### src/rtl/alu8_arbiter_pkg.sv
// Shared types and opcode constants for the two-requester ALU arbiter and its ALU.
package alu8_arbiter_pkg;

    localparam int unsigned DATA_W = 8;
    localparam int unsigned OP_W   = 3;
    localparam int unsigned FLAG_W = 3;

    typedef enum logic [1:0] {
        IDLE = 2'd0,
        EXEC = 2'd1,
        RESP = 2'd2
    } state_t;

    localparam logic [OP_W-1:0] OP_ADD  = 3'b000;
    localparam logic [OP_W-1:0] OP_SUB  = 3'b001;
    localparam logic [OP_W-1:0] OP_AND  = 3'b010;
    localparam logic [OP_W-1:0] OP_OR   = 3'b011;
    localparam logic [OP_W-1:0] OP_XOR  = 3'b100;
    localparam logic [OP_W-1:0] OP_SHL  = 3'b101;
    localparam logic [OP_W-1:0] OP_SHR  = 3'b110;
    localparam logic [OP_W-1:0] OP_PASS = 3'b111;

    // Operation captured from the granted requester at accept time.
    typedef struct packed {
        logic [DATA_W-1:0] a;
        logic [DATA_W-1:0] b;
        logic [OP_W-1:0]   op;
        logic              id;
    } req_t;

endpackage

### src/rtl/alu8.sv
// Combinational 8-bit ALU producing the result and {Z,C,V} flags.
module alu8
    import alu8_arbiter_pkg::*;
(
    input  logic [DATA_W-1:0] a,
    input  logic [DATA_W-1:0] b,
    input  logic [OP_W-1:0]   op,
    output logic [DATA_W-1:0] y_c,
    output logic [FLAG_W-1:0] flags_c
);

    logic [DATA_W:0] wide;
    logic            carry;
    logic            ovf;

    // C is carry-out for add, borrow for sub, the shifted-out bit for shifts.
    always_comb begin
        wide  = '0;
        y_c   = '0;
        carry = 1'b0;
        ovf   = 1'b0;
        case (op)
            OP_ADD: begin
                wide  = {1'b0, a} + {1'b0, b};
                y_c   = wide[DATA_W-1:0];
                carry = wide[DATA_W];
                ovf   = (a[DATA_W-1] == b[DATA_W-1]) && (y_c[DATA_W-1] != a[DATA_W-1]);
            end
            OP_SUB: begin
                wide  = {1'b0, a} - {1'b0, b};
                y_c   = wide[DATA_W-1:0];
                carry = wide[DATA_W];
                ovf   = (a[DATA_W-1] != b[DATA_W-1]) && (y_c[DATA_W-1] != a[DATA_W-1]);
            end
            OP_AND: y_c = a & b;
            OP_OR:  y_c = a | b;
            OP_XOR: y_c = a ^ b;
            OP_SHL: begin
                y_c   = {a[DATA_W-2:0], 1'b0};
                carry = a[DATA_W-1];
            end
            OP_SHR: begin
                y_c   = {1'b0, a[DATA_W-1:1]};
                carry = a[0];
            end
            default: y_c = a;
        endcase
        flags_c = {(y_c == '0), carry, ovf};
    end

endmodule

### src/rtl/alu8_arbiter.sv
// Round-robin arbiter feeding two requesters into one shared ALU, one operation at a time.
module alu8_arbiter
    import alu8_arbiter_pkg::*;
#(
    parameter int unsigned RR_INIT = 0
) (
    input  logic              clk,
    input  logic              rst_n,
    input  logic              req0_valid,
    output logic              req0_ready,
    input  logic [DATA_W-1:0] req0_a,
    input  logic [DATA_W-1:0] req0_b,
    input  logic [OP_W-1:0]   req0_op,
    input  logic              req1_valid,
    output logic              req1_ready,
    input  logic [DATA_W-1:0] req1_a,
    input  logic [DATA_W-1:0] req1_b,
    input  logic [OP_W-1:0]   req1_op,
    output logic              rsp_valid,
    input  logic              rsp_ready,
    output logic              rsp_id,
    output logic [DATA_W-1:0] rsp_y,
    output logic [FLAG_W-1:0] rsp_flags,
    output logic              busy,
    output logic [7:0]        op_count
);

    state_t            state;
    req_t              held;
    logic              last;
    logic              grant;
    logic              accept;
    logic [DATA_W-1:0] alu_y;
    logic [FLAG_W-1:0] alu_flags;

    // On a tie the requester not served last wins; otherwise the lone valid one.
    always_comb begin
        grant      = (req0_valid && req1_valid) ? ~last : req1_valid;
        req0_ready = rst_n && (state == IDLE) && req0_valid && !grant;
        req1_ready = rst_n && (state == IDLE) && req1_valid && grant;
        accept     = req0_ready || req1_ready;
    end

    alu8 u_alu (
        .a       (held.a),
        .b       (held.b),
        .op      (held.op),
        .y_c     (alu_y),
        .flags_c (alu_flags)
    );

    always_ff @(posedge clk or negedge rst_n) begin
        if (!rst_n) begin
            state     <= IDLE;
            held      <= '0;
            last      <= ~1'(RR_INIT);
            rsp_valid <= 1'b0;
            rsp_id    <= 1'b0;
            rsp_y     <= '0;
            rsp_flags <= '0;
            busy      <= 1'b0;
            op_count  <= 8'd0;
        end else begin
            case (state)
                IDLE: begin
                    if (accept) begin
                        held.a  <= grant ? req1_a  : req0_a;
                        held.b  <= grant ? req1_b  : req0_b;
                        held.op <= grant ? req1_op : req0_op;
                        held.id <= grant;
                        state   <= EXEC;
                        busy    <= 1'b1;
                    end
                end
                EXEC: begin
                    rsp_y     <= alu_y;
                    rsp_flags <= alu_flags;
                    rsp_id    <= held.id;
                    rsp_valid <= 1'b1;
                    state     <= RESP;
                end
                RESP: begin
                    if (rsp_ready) begin
                        rsp_valid <= 1'b0;
                        last      <= rsp_id;
                        op_count  <= op_count + 8'd1;
                        state     <= IDLE;
                        busy      <= 1'b0;
                    end
                end
                default: begin
                    state <= IDLE;
                    busy  <= 1'b0;
                end
            endcase
        end
    end

endmodule
### config.mk
export PLATFORM = sky130hd
export DESIGN_NAME = alu8_arbiter
export DESIGN_NICKNAME = d
export VERILOG_FILES = /design/src/rtl/alu8_arbiter_pkg.sv /design/src/rtl/alu8.sv /design/src/rtl/alu8_arbiter.sv
export SDC_FILE = /design/constraint.sdc
export NUM_CORES = 1
export LEC_CHECK = 0
export CORE_UTILIZATION = 40
export DETAILED_ROUTE_END_ITERATION = 10
export DONT_BUFFER_PORTS = 1
export HOLD_SLACK_MARGIN = 0.05
export SLEW_MARGIN = 15
export SYNTH_ARGS = -nofsm -noshare
export SYNTH_HDL_FRONTEND = slang
export SYNTH_SLANG_ARGS = --single-unit
### constraint.sdc
create_clock -name clk -period 3.35 [get_ports clk]
set_clock_uncertainty 0.15 [all_clocks]
set_input_delay 0.5025 -clock clk [delete_from_list [all_inputs] [get_ports clk]]
set_output_delay 0.5025 -clock clk [all_outputs]
set_load 0.02 [all_outputs]
==> results.md, run 1 <==
* Util after Layout at 0.441
* Yosys cell types at 66
* Port bufs at 0
* Max-slew headroom at 0.504
* Worst path required time at 3.46 ns
* CTS Buf Count at 5
* Post-route setup TNS at 0 ns
* Antenna Cells at 0
* FF-to-FF End: rsp_flags[2]
* Final period utilization at 0.887
* Fin. Hold Viols at 0
* CTS tree: done
* Die X-Extent at 94.5 um
* Hold Slack at 0.196 ns
* Final worst setup slack at 0.379 ns
* Post-synth ARST share at 1.00
* EDFF count, synth at 0
* Core area at 0.00826 mm^2
* Clock transition at path regs at 0.09 ns
* Final std cells w/o fill at 485
* Commonest cells after routing, fill and taps aside: dfrtp_1 (44), nor2_1 (36), a21oi_1 (31)
* Area share of the largest cell type after synthesis at 0.322
* Area Overhead vs Synth at 6.44%
* Max_cap viols at 0
* R2r setup slk at 0.38 ns
* Crit path to: rsp_flags[2]
* Post-layout min period at 2.97 ns
* Slew Viols, Final at 0
* Starting Density at 0.414
* PostCTS Resize Cnt at 0
* Sequential Area at 0.00113 mm^2
* Synth Cell Area at 0.00342 mm^2
* Post-Syn Nets at 457
* CTS Buffer Depth at 2
* Post-synth top area cell: dfrtp_1
* F_max at 337 MHz
* Pre-CTS WS at 0.480 ns
* Cell count after synthesis at 387
* CTS root buf: clkbuf_8
* Syn avg cell area at 8.84 um^2
* Synth warn at 0
* Primary FF master, synth: dfrtp_1
* Footprint of the multi-input gates at 0.00209 mm^2
* Residual DRC at 0
* Type of the worst min-delay path: in -> reg
* RSZ-0062 raised after global routing: no
* Crit Path Max Fanout at 11
* DPL Wire Length at 6500 um
* Crit path launch: held[14]
* Setup CP Type: reg -> reg
* Status: finished clean
* Worst setup EP type: flip-flop
* Sequential cell area fraction in the yosys report at 0.330
* RR Startpoint: held[14]
* Worst Tran Pin Value at 0.744 ns
* Avg WL per Cell at 17.8 um
* Chip height at 94.5 um
* H-tree depth at 2
* Most common cell after layout, fill and taps aside: dfrtp_1
* Synth Register Bits at 45
* Data arrival time of the worst path at 3.08 ns
* Via count at 2,857
* Grt total ovfl at 0
* Fillers at 836
* Clk sinks at 45
* Dpl cells at 475
* Detail Route Antenna Nets at 0
* Setup violators final at 0
* Pwr dens at 1030 mW/mm^2
* Reg2Reg Depth at 8
* Later-pin clock latency in the skew report at 0.31 ns
* Lkg Pwr at 1.64 nW
* Fraction of layout cells with a size suffix above 1 at 0.0895
* I/O pin count at 67
* WL final at 8620 um
* First-pass GRT wire length at 14,100 um
* TritonRoute pass-1 iters at 4
* Initial DRC Count at 175
* Area contributors post-synth: dfrtp_1 (32%), ha_1 (9.1%), mux2i_1 (6.4%), a21oi_1 (4.5%), nor2_1 (4.0%)
* Startpoint types: flip-flop
* Placer congestion estimate at 0.861
* Total GRT Usage at 0.206
* Nets at 449
* Initial antenna violation count at 0
* Vias per cell at 5.89
* Worst IR Drop VDD at 0.473 mV
* Total die area at 0.00892 mm^2
* FP Rows at 33
* Largest net degree at the start of global routing at 46
* Vias in the first global route at 2,729
kinds of logic after synthesis:
family,share of synthesized area
simple gates,0.198
compound gates,0.196
buf+inv,0.0589
flops,0.330
mux,0.0882
fa+ha+maj,0.103
xor+xnor,0.0256
worst max-delay path, cell delays in order, from the launching register on:
cell and delay (ns):
dfrtp_1 0.48, inv_1 0.07, ha_1 0.51, and2b_4 0.25, o311ai_0 0.34, and3_1 0.24, a211oi_1 0.07, o32ai_1 0.54
a41o_1 0.25
sequential cells by signal, indices dropped and copies added (netlist names):
signal     flops
rsp_valid      1
rsp_flags      3
rsp_y          8
busy           1
op_count       8
state          2
held          20
last           1
rsp_id         1
Yosys cell counts (10+ instances only):
library cell	instances
dfrtp_1	44
nor2_1	36
a21oi_1	31
ha_1	25
nand2_1	25
mux2i_1	22
o21ai_0	22
inv_1	21
nand3_1	12
buf_2	11
clkbuf_1	10
layout make-up:
cell class	instances	area share
Clock buffer	5	0.0189
Clock inverter	3	0.00584
Inverter	21	0.0217
Multi-Input combinational cell	295	0.575
Sequential cell	45	0.310
Tap cell	105	0.0361
Timing Repair Buffer	11	0.0323
what timing repair did:
action                                 in CTS  in global routing
endpoints found under the hold margin      45                  0
setup endpoints to repair                   0                  0
hold buffers                                2                  0
setup buffers                               0                  0
metal layers:
metal	part of all wire	track usage	wire, um	vias to the layer above
li1	-	-	-	1364
met1	0.46	0.293	3930	1362
met2	0.45	0.306	3910	105
met3	0.059	0.0370	510	26
met4	0.031	0.0871	269	0
met5	0	0	0	-
through the flow:
stage,power [mW],area (um^2)
floorplan,2.83,3420
global placement,3.33,3510
detailed placement,3.35,3510
CTS,3.74,3640
global route,4.08,3640
finish,3.75,3640
power breakdown:
part / switching [mW] / internal (mW) / total [mW]
Combinational: 1.23 / 0.943 / 2.18
Clock: 0.209 / 0.148 / 0.358
Sequential: 0.456 / 0.760 / 1.22
worst min path at each step:
| stage | slack (ns) | cells after the start | end | from |
|---|---|---|---|---|
| floorplan | 0.06 | 0 | busy | rst_n |
| CTS | 0.19 | 3 | state[1] | rsp_ready |
| global placement | 0.06 | 0 | rsp_y[5] | rst_n |
| global route | 0.20 | 3 | state[1] | rsp_ready |
| detailed placement | 0.06 | 0 | rsp_y[5] | rst_n |
| finish | 0.20 | 3 | state[1] | rsp_ready |
Power figures use the tool's default switching activity.
==> run 2, diff against run 1 <==
--- a/config.mk
+++ b/config.mk
@@ -12,4 +12,5 @@
 export SLEW_MARGIN = 15
 export SYNTH_ARGS = -nofsm -noshare
 export SYNTH_HDL_FRONTEND = slang
+export SYNTH_HIERARCHICAL = 1
 export SYNTH_SLANG_ARGS = --single-unit
==> run 2 against run 1 <==
Against the previous run: register-to-register slack worse by 0.098 ns; core utilization up 0.33 points; first-iteration DRC count up 24%; via count down 5.0%; sequential share of layout area down 0.69 points; sequential power about the same; clock power up 18%; worst hold slack better by 0.024 ns; largest cell class unchanged; highest routed layer unchanged.
==> results.md, run 2 <==
* Status: finished clean (unchanged)
* Top cell by count, worst path: inv_1
* Final worst setup slack at 0.281 ns (was 0.379 ns)
* Crit path launch: held[12] (was held[14])
* Starting Density at 0.423 (was 0.414)
* CTS tree: done (unchanged)
* Clock network fraction of total power at 0.108 (was 0.095)
* H-tree depth at 2 (unchanged)
* EDFF count, synth at 0 (unchanged)
* Fin. Hold Viols at 0 (unchanged)
* Area share of the largest cell type after synthesis at 0.311 (was 0.322)
* Max reg flops at 20 (unchanged)
* Post-synth ARST share at 1.00 (unchanged)
* Seq pwr share at 0.311 (was 0.324)
* Clock transition at path regs at 0.10 ns (was 0.09 ns)
* Setup violators final at 0 (unchanged)
* RSZ-0062 raised after global routing: no (unchanged)
* Post-route setup TNS at 0 ns (unchanged)
* F_max at 326 MHz (was 337 MHz)
* Worst Tran Pin Value at 0.701 ns (was 0.744 ns)
* Grt total ovfl at 0 (unchanged)
* Critical-path cell list: inv_1, ha_1, inv_1, fa_1, nor3b_1, nor3_1, xnor2_1, nor2_1, o32a_1, a2111oi_0, and4bb_1, mux2_1 (was inv_1, ha_1, and2b_4, o311ai_0, and3_1, a211oi_1, o32ai_1, a41o_1)
* Initial DRC Count at 217 (was 175)
* Post-layout min period at 3.07 ns (was 2.97 ns)
* Sequential cell area fraction in the yosys report at 0.318 (was 0.330)
* Crit path to: rsp_flags[2] (unchanged)
* CP bufs+invs at 2 (was 1)
* Pre-CTS WS at 0.323 ns (was 0.480 ns)
* Clk sinks at 45 (unchanged)
* Max_cap viols at 0 (unchanged)
* Delay-heaviest family, CP: simple AND/OR/NAND/NOR gates (was compound AO/OA/AOI/OAI gates)
* Later-pin clock latency in the skew report at 0.32 ns (was 0.31 ns)
* Nets at 423 (was 449)
* Final period utilization at 0.916 (was 0.887)
* Type of the worst min-delay path: in -> reg (unchanged)
* CP Depth at 12 (was 8)
* Commonest cells after routing, fill and taps aside: dfrtp_1 (44), inv_1 (29), nand2_1 (26) (was dfrtp_1 (44), nor2_1 (36), a21oi_1 (31))
* Die X-Extent at 96.1 um (was 94.5 um)
* P_sw at 1.87 mW (was 1.90 mW)
* CTS Buffer Depth at 2 (unchanged)
* Post-synth top area cell: dfrtp_1 (unchanged)
* WL final at 7900 um (was 8620 um)
* Avg WL per Cell at 17.2 um (was 17.8 um)
* Worst path slowest cell: dfrtp_1 (was o32ai_1)
* Vias in the first global route at 2,485 (was 2,729)
* Synth top cells by count: dfrtp_1 (44), inv_1 (29), nand2_1 (26) (was dfrtp_1 (44), nor2_1 (36), a21oi_1 (31))
* Most frequent cell after synthesis: dfrtp_1 (unchanged)
* First-pass GRT wire length at 13,000 um (was 14,100 um)
* Area Overhead vs Synth at 5.01% (was 6.44%)
* Residual DRC at 0 (unchanged)
* Synth Cell Area at 0.00354 mm^2 (was 0.00342 mm^2)
* Crit Path Max Fanout at 4 (was 11)
* R2r setup slk at 0.28 ns (was 0.38 ns)
* Vias per cell at 5.91 (was 5.89)
* Primary FF master, synth: dfrtp_1 (unchanged)
* Largest net degree at the start of global routing at 46 (unchanged)
* Cell count after synthesis at 366 (was 387)
* Placer congestion estimate at 0.895 (was 0.861)
* Initial antenna violation count at 1 (was 0)
* Yosys cell types at 67 (was 66)
* Routing usage on met1 at 0.286 (was 0.293)
* Internal power at 2.04 mW (was 1.85 mW)
* Met2 Use GR at 0.252 (was 0.306)
* Synth warn at 6 (was 0)
* Pwr dens at 1050 mW/mm^2 (was 1030 mW/mm^2)
* Fraction of layout cells with a size suffix above 1 at 0.150 (was 0.0895)
* Syn avg cell area at 9.68 um^2 (was 8.84 um^2)
* CTS root buf: clkbuf_8 (unchanged)
* Post-Syn Nets at 436 (was 457)
* Most common cell after layout, fill and taps aside: dfrtp_1 (unchanged)
* Worst IR Drop VDD at 0.403 mV (was 0.473 mV)
* Total die area at 0.00924 mm^2 (was 0.00892 mm^2)
* Synth Register Bits at 45 (unchanged)
* Core area at 0.00838 mm^2 (was 0.00826 mm^2)
* RR Startpoint: held[12] (was held[14])
* Area contributors post-synth: dfrtp_1 (31%), ha_1 (8.8%), a2bb2oi_2 (7.6%), o32ai_1 (4.7%), mux2_4 (3.4%) (was dfrtp_1 (32%), ha_1 (9.1%), mux2i_1 (6.4%), a21oi_1 (4.5%), nor2_1 (4.0%))
* Detail Route Antenna Nets at 0 (unchanged)
* Setup CP Type: reg -> reg (unchanged)
* Comb power frac at 0.581 (was 0.580)
* Worst path required time at 3.45 ns (was 3.46 ns)
* Reg2Reg Depth at 12 (was 8)
* FP Rows at 33 (unchanged)
* Slew Viols, Final at 0 (unchanged)
* Total GRT Usage at 0.185 (was 0.206)
* Most used routing layer: met1 (was met2)
* Startpoint types: flip-flop (unchanged)
* Worst setup EP type: flip-flop (unchanged)
* M3 GR Usage at 0.0450 (was 0.0370)
* Antenna Cells at 0 (unchanged)
* FF-to-FF End: rsp_flags[2] (unchanged)
* CTS Buf Count at 5 (unchanged)
* Slowest stage delay, CP at 0.43 ns (was 0.54 ns)
* Biggest regs: held: 20 flops, op_count: 8 flops, rsp_y: 8 flops (unchanged)
* Sw Share at 0.478 (was 0.506)
* I/O pin count at 67 (unchanged)
* Largest reg by FF count: held (unchanged)
* TritonRoute pass-1 iters at 4 (unchanged)
* Lkg Pwr at 1.61 nW (was 1.64 nW)
* Max-slew headroom at 0.533 (was 0.504)
* DPL Wire Length at 5960 um (was 6500 um)
* Chip height at 96.1 um (was 94.5 um)
* Port bufs at 0 (unchanged)
* Data arrival time of the worst path at 3.17 ns (was 3.08 ns)
* Via count at 2,713 (was 2,857)
==> run 2: cell types whose count changed after synthesis, moves of 10 or more <==
cell,before,now
mux2i_1,22,3
a2bb2oi_2,0,18
o32ai_1,2,19
a21oi_1,31,21
nor2_1,36,15
==> run 2: repair_timing <==
action | 4_1_cts | 5_1_grt
hold endpoints to repair | 45 | 0
setup buffers | 0 | 0
gates resized for setup | 0 | 1
hold buffers | 2 | 0
endpoints found under the setup margin | 0 | 1
==> run 2: cell type report <==
class	count	area, um^2
multi-input combinational	261	2150
clock inverter	2	38.8
clock buffer	6	72.6
sequential	45	1130
inverter	31	116
timing repair buffer	9	90.1
fill	804	4660
tap	105	131
==> run 2: through the flow <==
stage | std cells | util | hold WS, ns | power, mW | cell area [um^2]
6_report | 459 | 0.444 | 0.220 | 3.91 | 3720
5_1_grt | 459 | 0.444 | 0.205 | 4.25 | 3720
4_1_cts | 459 | 0.443 | 0.211 | 3.90 | 3720
3_5_place_dp | 449 | 0.426 | 0.0584 | 3.45 | 3570
3_3_place_gp | 449 | 0.426 | 0.0583 | 3.41 | 3570
2_1_floorplan | 366 | - | 0.0569 | 3.02 | 3540
==> run 2: worst min-delay path by stage <==
stage | from | end | cells past startpoint
2_1_floorplan | rst_n | busy | 0
3_3_place_gp | rst_n | rsp_y[0] | 0
3_5_place_dp | rst_n | rsp_y[0] | 0
4_1_cts | req1_valid | held[0] | 1
5_1_grt | req1_valid | held[0] | 1
6_report | req1_valid | held[0] | 1
==> run 2: worst reg2reg max path: stages, from the launching register on <==
cell       delay [ns]
dfrtp_1          0.43
inv_1            0.14
ha_1             0.18
inv_1            0.05
fa_1             0.41
nor3b_1          0.17
nor3_1           0.22
xnor2_1          0.15
nor2_1           0.06
o32a_1           0.36
a2111oi_0        0.32
and4bb_1         0.23
mux2_1           0.12
==> run 2: cell families after synthesis <==
kind of cell,after synthesis,share of synthesized area
buf+inv,60,0.0784
xor+xnor,16,0.0395
compound gates,112,0.263
simple gates,88,0.134
mux,18,0.0678
fa+ha+maj,27,0.0995
flops,45,0.318
==> run 2: per-layer routing <==
metal	vias up	wire length [um]
met3	9	593
met5	-	0
met4	0	91
met2	119	3270
li1	1305	-
met1	1280	3950
==> run 2: power by group through the flow <==
stage | Clock, mW | Sequential, mW | Combinational, mW
3_5_place_dp | 0 | 1.23 | 2.22
5_1_grt | 0.460 | 1.27 | 2.52
2_1_floorplan | 0 | 1.08 | 1.93
6_report | 0.422 | 1.21 | 2.27
4_1_cts | 0.439 | 1.22 | 2.25
3_3_place_gp | 0 | 1.22 | 2.19
==> run 3, diff against run 2 <==
--- a/config.mk
+++ b/config.mk
@@ -5,12 +5,13 @@
 export SDC_FILE = /design/constraint.sdc
 export NUM_CORES = 1
 export LEC_CHECK = 0
+export ABC_AREA = 1
 export CORE_UTILIZATION = 40
 export DETAILED_ROUTE_END_ITERATION = 10
 export DONT_BUFFER_PORTS = 1
+export GPL_ROUTABILITY_DRIVEN = 0
 export HOLD_SLACK_MARGIN = 0.05
 export SLEW_MARGIN = 15
 export SYNTH_ARGS = -nofsm -noshare
 export SYNTH_HDL_FRONTEND = slang
-export SYNTH_HIERARCHICAL = 1
 export SYNTH_SLANG_ARGS = --single-unit
==> run 3 against run 2 <==
Against the previous run: final area shrank 5.7%; flip-flop and latch count did not move; worst hold slack lost 0.023 ns; setup slack gained 0.66 ns; count of clock-buffer cells in the layout unchanged; register-to-register slack improved by 0.66 ns; core utilization rose by 0.33 points; wire length up 9.8%; cell count rose by 24%.
==> results.md, run 3 <==
* Critical-path cell list: inv_1, ha_1, fa_1, inv_1, nand2_1, nand2_1, nand3_1, nand3_1, nand3_1, nor2_1, nand2_1, nor2_1, nand3_1, nand2_1 (was inv_1, ha_1, inv_1, fa_1, nor3b_1, nor3_1, xnor2_1, nor2_1, o32a_1, a2111oi_0, and4bb_1, mux2_1)
* Port bufs at 0 (unchanged)
* Worst path slowest cell: fa_1 (was dfrtp_1)
* Biggest regs: held: 20 flops, op_count: 8 flops, rsp_y: 8 flops (unchanged)
* Initial antenna violation count at 0 (was 1)
* Seq pwr share at 0.314 (was 0.311)
* Max-slew headroom at 0.472 (was 0.533)
* CTS tree: done (unchanged)
* Post-synthesis simple-gate area fraction at 0.303 (was 0.134)
* Lkg Pwr at 1.81 nW (was 1.61 nW)
* Cell count after synthesis at 472 (was 366)
* Synth top cells by count: nand2_1 (115), nor2_1 (63), inv_1 (60) (was dfrtp_1 (44), inv_1 (29), nand2_1 (26))
* Worst Tran Pin Value at 0.791 ns (was 0.701 ns)
* Largest family of logic cells by synthesized area: simple AND/OR/NAND/NOR gates (was compound AO/OA/AOI/OAI gates)
* Yosys cell types at 29 (was 67)
* Slew Viols, Final at 0 (unchanged)
* Sw Share at 0.539 (was 0.478)
* Area contributors post-synth: dfrtp_1 (33%), nand2_1 (13%), ha_1 (9.5%), nor2_1 (7.2%), inv_1 (6.8%) (was dfrtp_1 (31%), ha_1 (8.8%), a2bb2oi_2 (7.6%), o32ai_1 (4.7%), mux2_4 (3.4%))
* Die X-Extent at 92.9 um (was 96.1 um)
* Fraction of layout cells with a size suffix above 1 at 0.0448 (was 0.150)
* Starting Density at 0.421 (was 0.423)
* Delay-heaviest family, CP: simple AND/OR/NAND/NOR gates (unchanged)
* Synth Register Bits at 45 (unchanged)
* Worst path required time at 3.44 ns (was 3.45 ns)
* Routing usage on met1 at 0.295 (was 0.286)
* Hold Startpoint: rsp_ready (was req1_valid)
* Post-synth top area cell: dfrtp_1 (unchanged)
* P_sw at 1.96 mW (was 1.87 mW)
* Setup violators final at 0 (unchanged)
* Data arrival time of the worst path at 2.50 ns (was 3.17 ns)
* Startpoint types: flip-flop (unchanged)
* Post-synthesis mux area share at 0 (was 0.0678)
* Util after Layout at 0.447 (was 0.444)
* Vias per cell at 5.45 (was 5.91)
* Grt total ovfl at 0 (unchanged)
* Synth warn at 0 (was 6)
* Clock transition at path regs at 0.09 ns (was 0.10 ns)
* Via count at 3,114 (was 2,713)
* Max reg flops at 20 (unchanged)
* Vias in the first global route at 2,902 (was 2,485)
* Type of the worst min-delay path: in -> reg (unchanged)
* Post-Syn Nets at 542 (was 436)
* Post-synth ARST share at 1.00 (unchanged)
* Clk sinks at 45 (unchanged)
* F_max at 415 MHz (was 326 MHz)
* CP bufs+invs at 2 (unchanged)
* WL final at 8680 um (was 7900 um)
* Chip height at 92.9 um (was 96.1 um)
* Crit path launch: held[12] (unchanged)
* I/O pin count at 67 (unchanged)
* Core area at 0.00785 mm^2 (was 0.00838 mm^2)
* Post-route setup TNS at 0 ns (unchanged)
* Adder-Cell Fraction of Synth Area at 0.107 (was 0.0995)
* DPL Wire Length at 6700 um (was 5960 um)
* Met2 Use GR at 0.331 (was 0.252)
* FP Rows at 32 (was 33)
* Area Overhead vs Synth at 6.21% (was 5.01%)
* Most common cell after layout, fill and taps aside: nand2_1 (was dfrtp_1)
* Final period utilization at 0.719 (was 0.916)
* First-pass GRT wire length at 14,300 um (was 13,000 um)
* XOR/XNOR share of the synthesized area at 0.0238 (was 0.0395)
* Total die area at 0.00863 mm^2 (was 0.00924 mm^2)
* Largest net degree at the start of global routing at 46 (unchanged)
* Sequential cell area fraction in the yosys report at 0.341 (was 0.318)
* CTS root buf: clkbuf_8 (unchanged)
* Syn avg cell area at 7.00 um^2 (was 9.68 um^2)
* RR Startpoint: held[12] (unchanged)
* Residual DRC at 0 (unchanged)
* Post-layout min period at 2.41 ns (was 3.07 ns)
* Status: finished clean (unchanged)
* Crit Path Max Fanout at 6 (was 4)
* Worst setup EP type: flip-flop (unchanged)
* CTS Buf Count at 5 (unchanged)
* Comb power frac at 0.574 (was 0.581)
* Antenna Cells at 0 (unchanged)
* Slowest stage delay, CP at 0.42 ns (was 0.43 ns)
* Initial DRC Count at 255 (was 217)
* Area share of the largest cell type after synthesis at 0.333 (was 0.311)
* Max_cap viols at 0 (unchanged)
* EDFF count, synth at 0 (unchanged)
* Clock network fraction of total power at 0.112 (was 0.108)
* Total GRT Usage at 0.213 (was 0.185)
* Synth Area in Compound Gates at 0.123 (was 0.263)
* RSZ-0062 raised after global routing: no (unchanged)
* Synth Cell Area at 0.00331 mm^2 (was 0.00354 mm^2)
* Nets at 538 (was 423)
* Later-pin clock latency in the skew report at 0.30 ns (was 0.32 ns)
* Pwr dens at 1030 mW/mm^2 (was 1050 mW/mm^2)
* Avg WL per Cell at 15.2 um (was 17.2 um)
* M3 GR Usage at 0.0378 (was 0.0450)
* Setup CP Type: reg -> reg (unchanged)
* Most used routing layer: met2 (was met1)
* H-tree depth at 2 (unchanged)
* TritonRoute pass-1 iters at 5 (was 4)
* Detail Route Antenna Nets at 0 (unchanged)
* Most frequent cell after synthesis: nand2_1 (was dfrtp_1)
* CTS Buffer Depth at 2 (unchanged)
* Internal power at 1.67 mW (was 2.04 mW)
* Commonest cells after routing, fill and taps aside: nand2_1 (115), nor2_1 (63), inv_1 (60) (was dfrtp_1 (44), inv_1 (29), nand2_1 (26))
* Worst IR Drop VDD at 0.363 mV (was 0.403 mV)
* Fin. Hold Viols at 0 (unchanged)
* Largest reg by FF count: held (unchanged)
* Primary FF master, synth: dfrtp_1 (unchanged)
[run 3: cell types whose count changed after synthesis, sizes merged, moves of 14 or more]
| cell | delta |
|---|---|
| a2bb2oi | -19 |
| nor2 | +50 |
| o21ai | +21 |
| nand2 | +89 |
| o22ai | +21 |
| nand3 | +33 |
| o32ai | -19 |
| mux2 | -14 |
| inv | +34 |
[run 3: power groups by stage]
stage	registers (mW)	clock network (mW)	logic [mW]
global placement	1.14	0	2.00
global route	1.17	0.443	2.38
CTS	1.14	0.423	2.05
detailed placement	1.15	0	2.02
finish	1.14	0.408	2.08
floorplan	1.05	0	1.62
[run 3: cell type report]
type | count | area, um^2
clock inverters | 2 | 38.8
flip-flops and latches | 45 | 1130
multi-input cells | 346 | 1840
inverters | 65 | 244
well taps | 102 | 128
repair buffers | 5 | 60.1
fillers | 833 | 4340
clock buffers | 6 | 72.6
[run 3: final timing paths]
check,to,slack [ns],depth (start not counted)
worst max-delay path,rsp_flags[2],0.94,14
min in group asynchronous,held[2],0.57,2
worst max register to register,rsp_flags[2],0.94,14
worst min register to register,last,0.33,2
max in group asynchronous,last,2.22,2
worst min-delay path,state[1],0.20,1
[run 3: repair_timing]
| item | in CTS | in global routing |
|---|---|---|
| gates resized for setup | 0 | 0 |
| hold buffers | 2 | 0 |
| endpoints found under the hold margin | 45 | 0 |
| setup buffers | 0 | 0 |
[run 3: through the flow]
| step | worst slack, ns | area (um^2) | hold slack [ns] | instances | power (mW) |
|---|---|---|---|---|---|
| after global routing | 0.668 | 3510 | 0.220 | 571 | 3.99 |
| final | 0.940 | 3510 | 0.197 | 571 | 3.63 |
| after floorplan | 1.39 | 3310 | 0.0569 | 472 | 2.68 |
| after CTS | 0.970 | 3510 | 0.191 | 571 | 3.60 |
| after global placement | 0.982 | 3360 | 0.0586 | 561 | 3.14 |
| after detailed placement | 0.994 | 3360 | 0.0587 | 561 | 3.17 |
[run 3: kinds of logic after synthesis]
logic type	Yosys count
fa+ha+maj	27
buf+inv	81
flops	45
compound gates	74
xor+xnor	9
simple gates	236
[run 3: metal layers]
layer	vias up	wire length (um)	share of wire
met5	-	0	0
met4	0	234	0.027
met3	21	569	0.066
met2	130	3940	0.45
met1	1444	3940	0.45
li1	1519	-	-
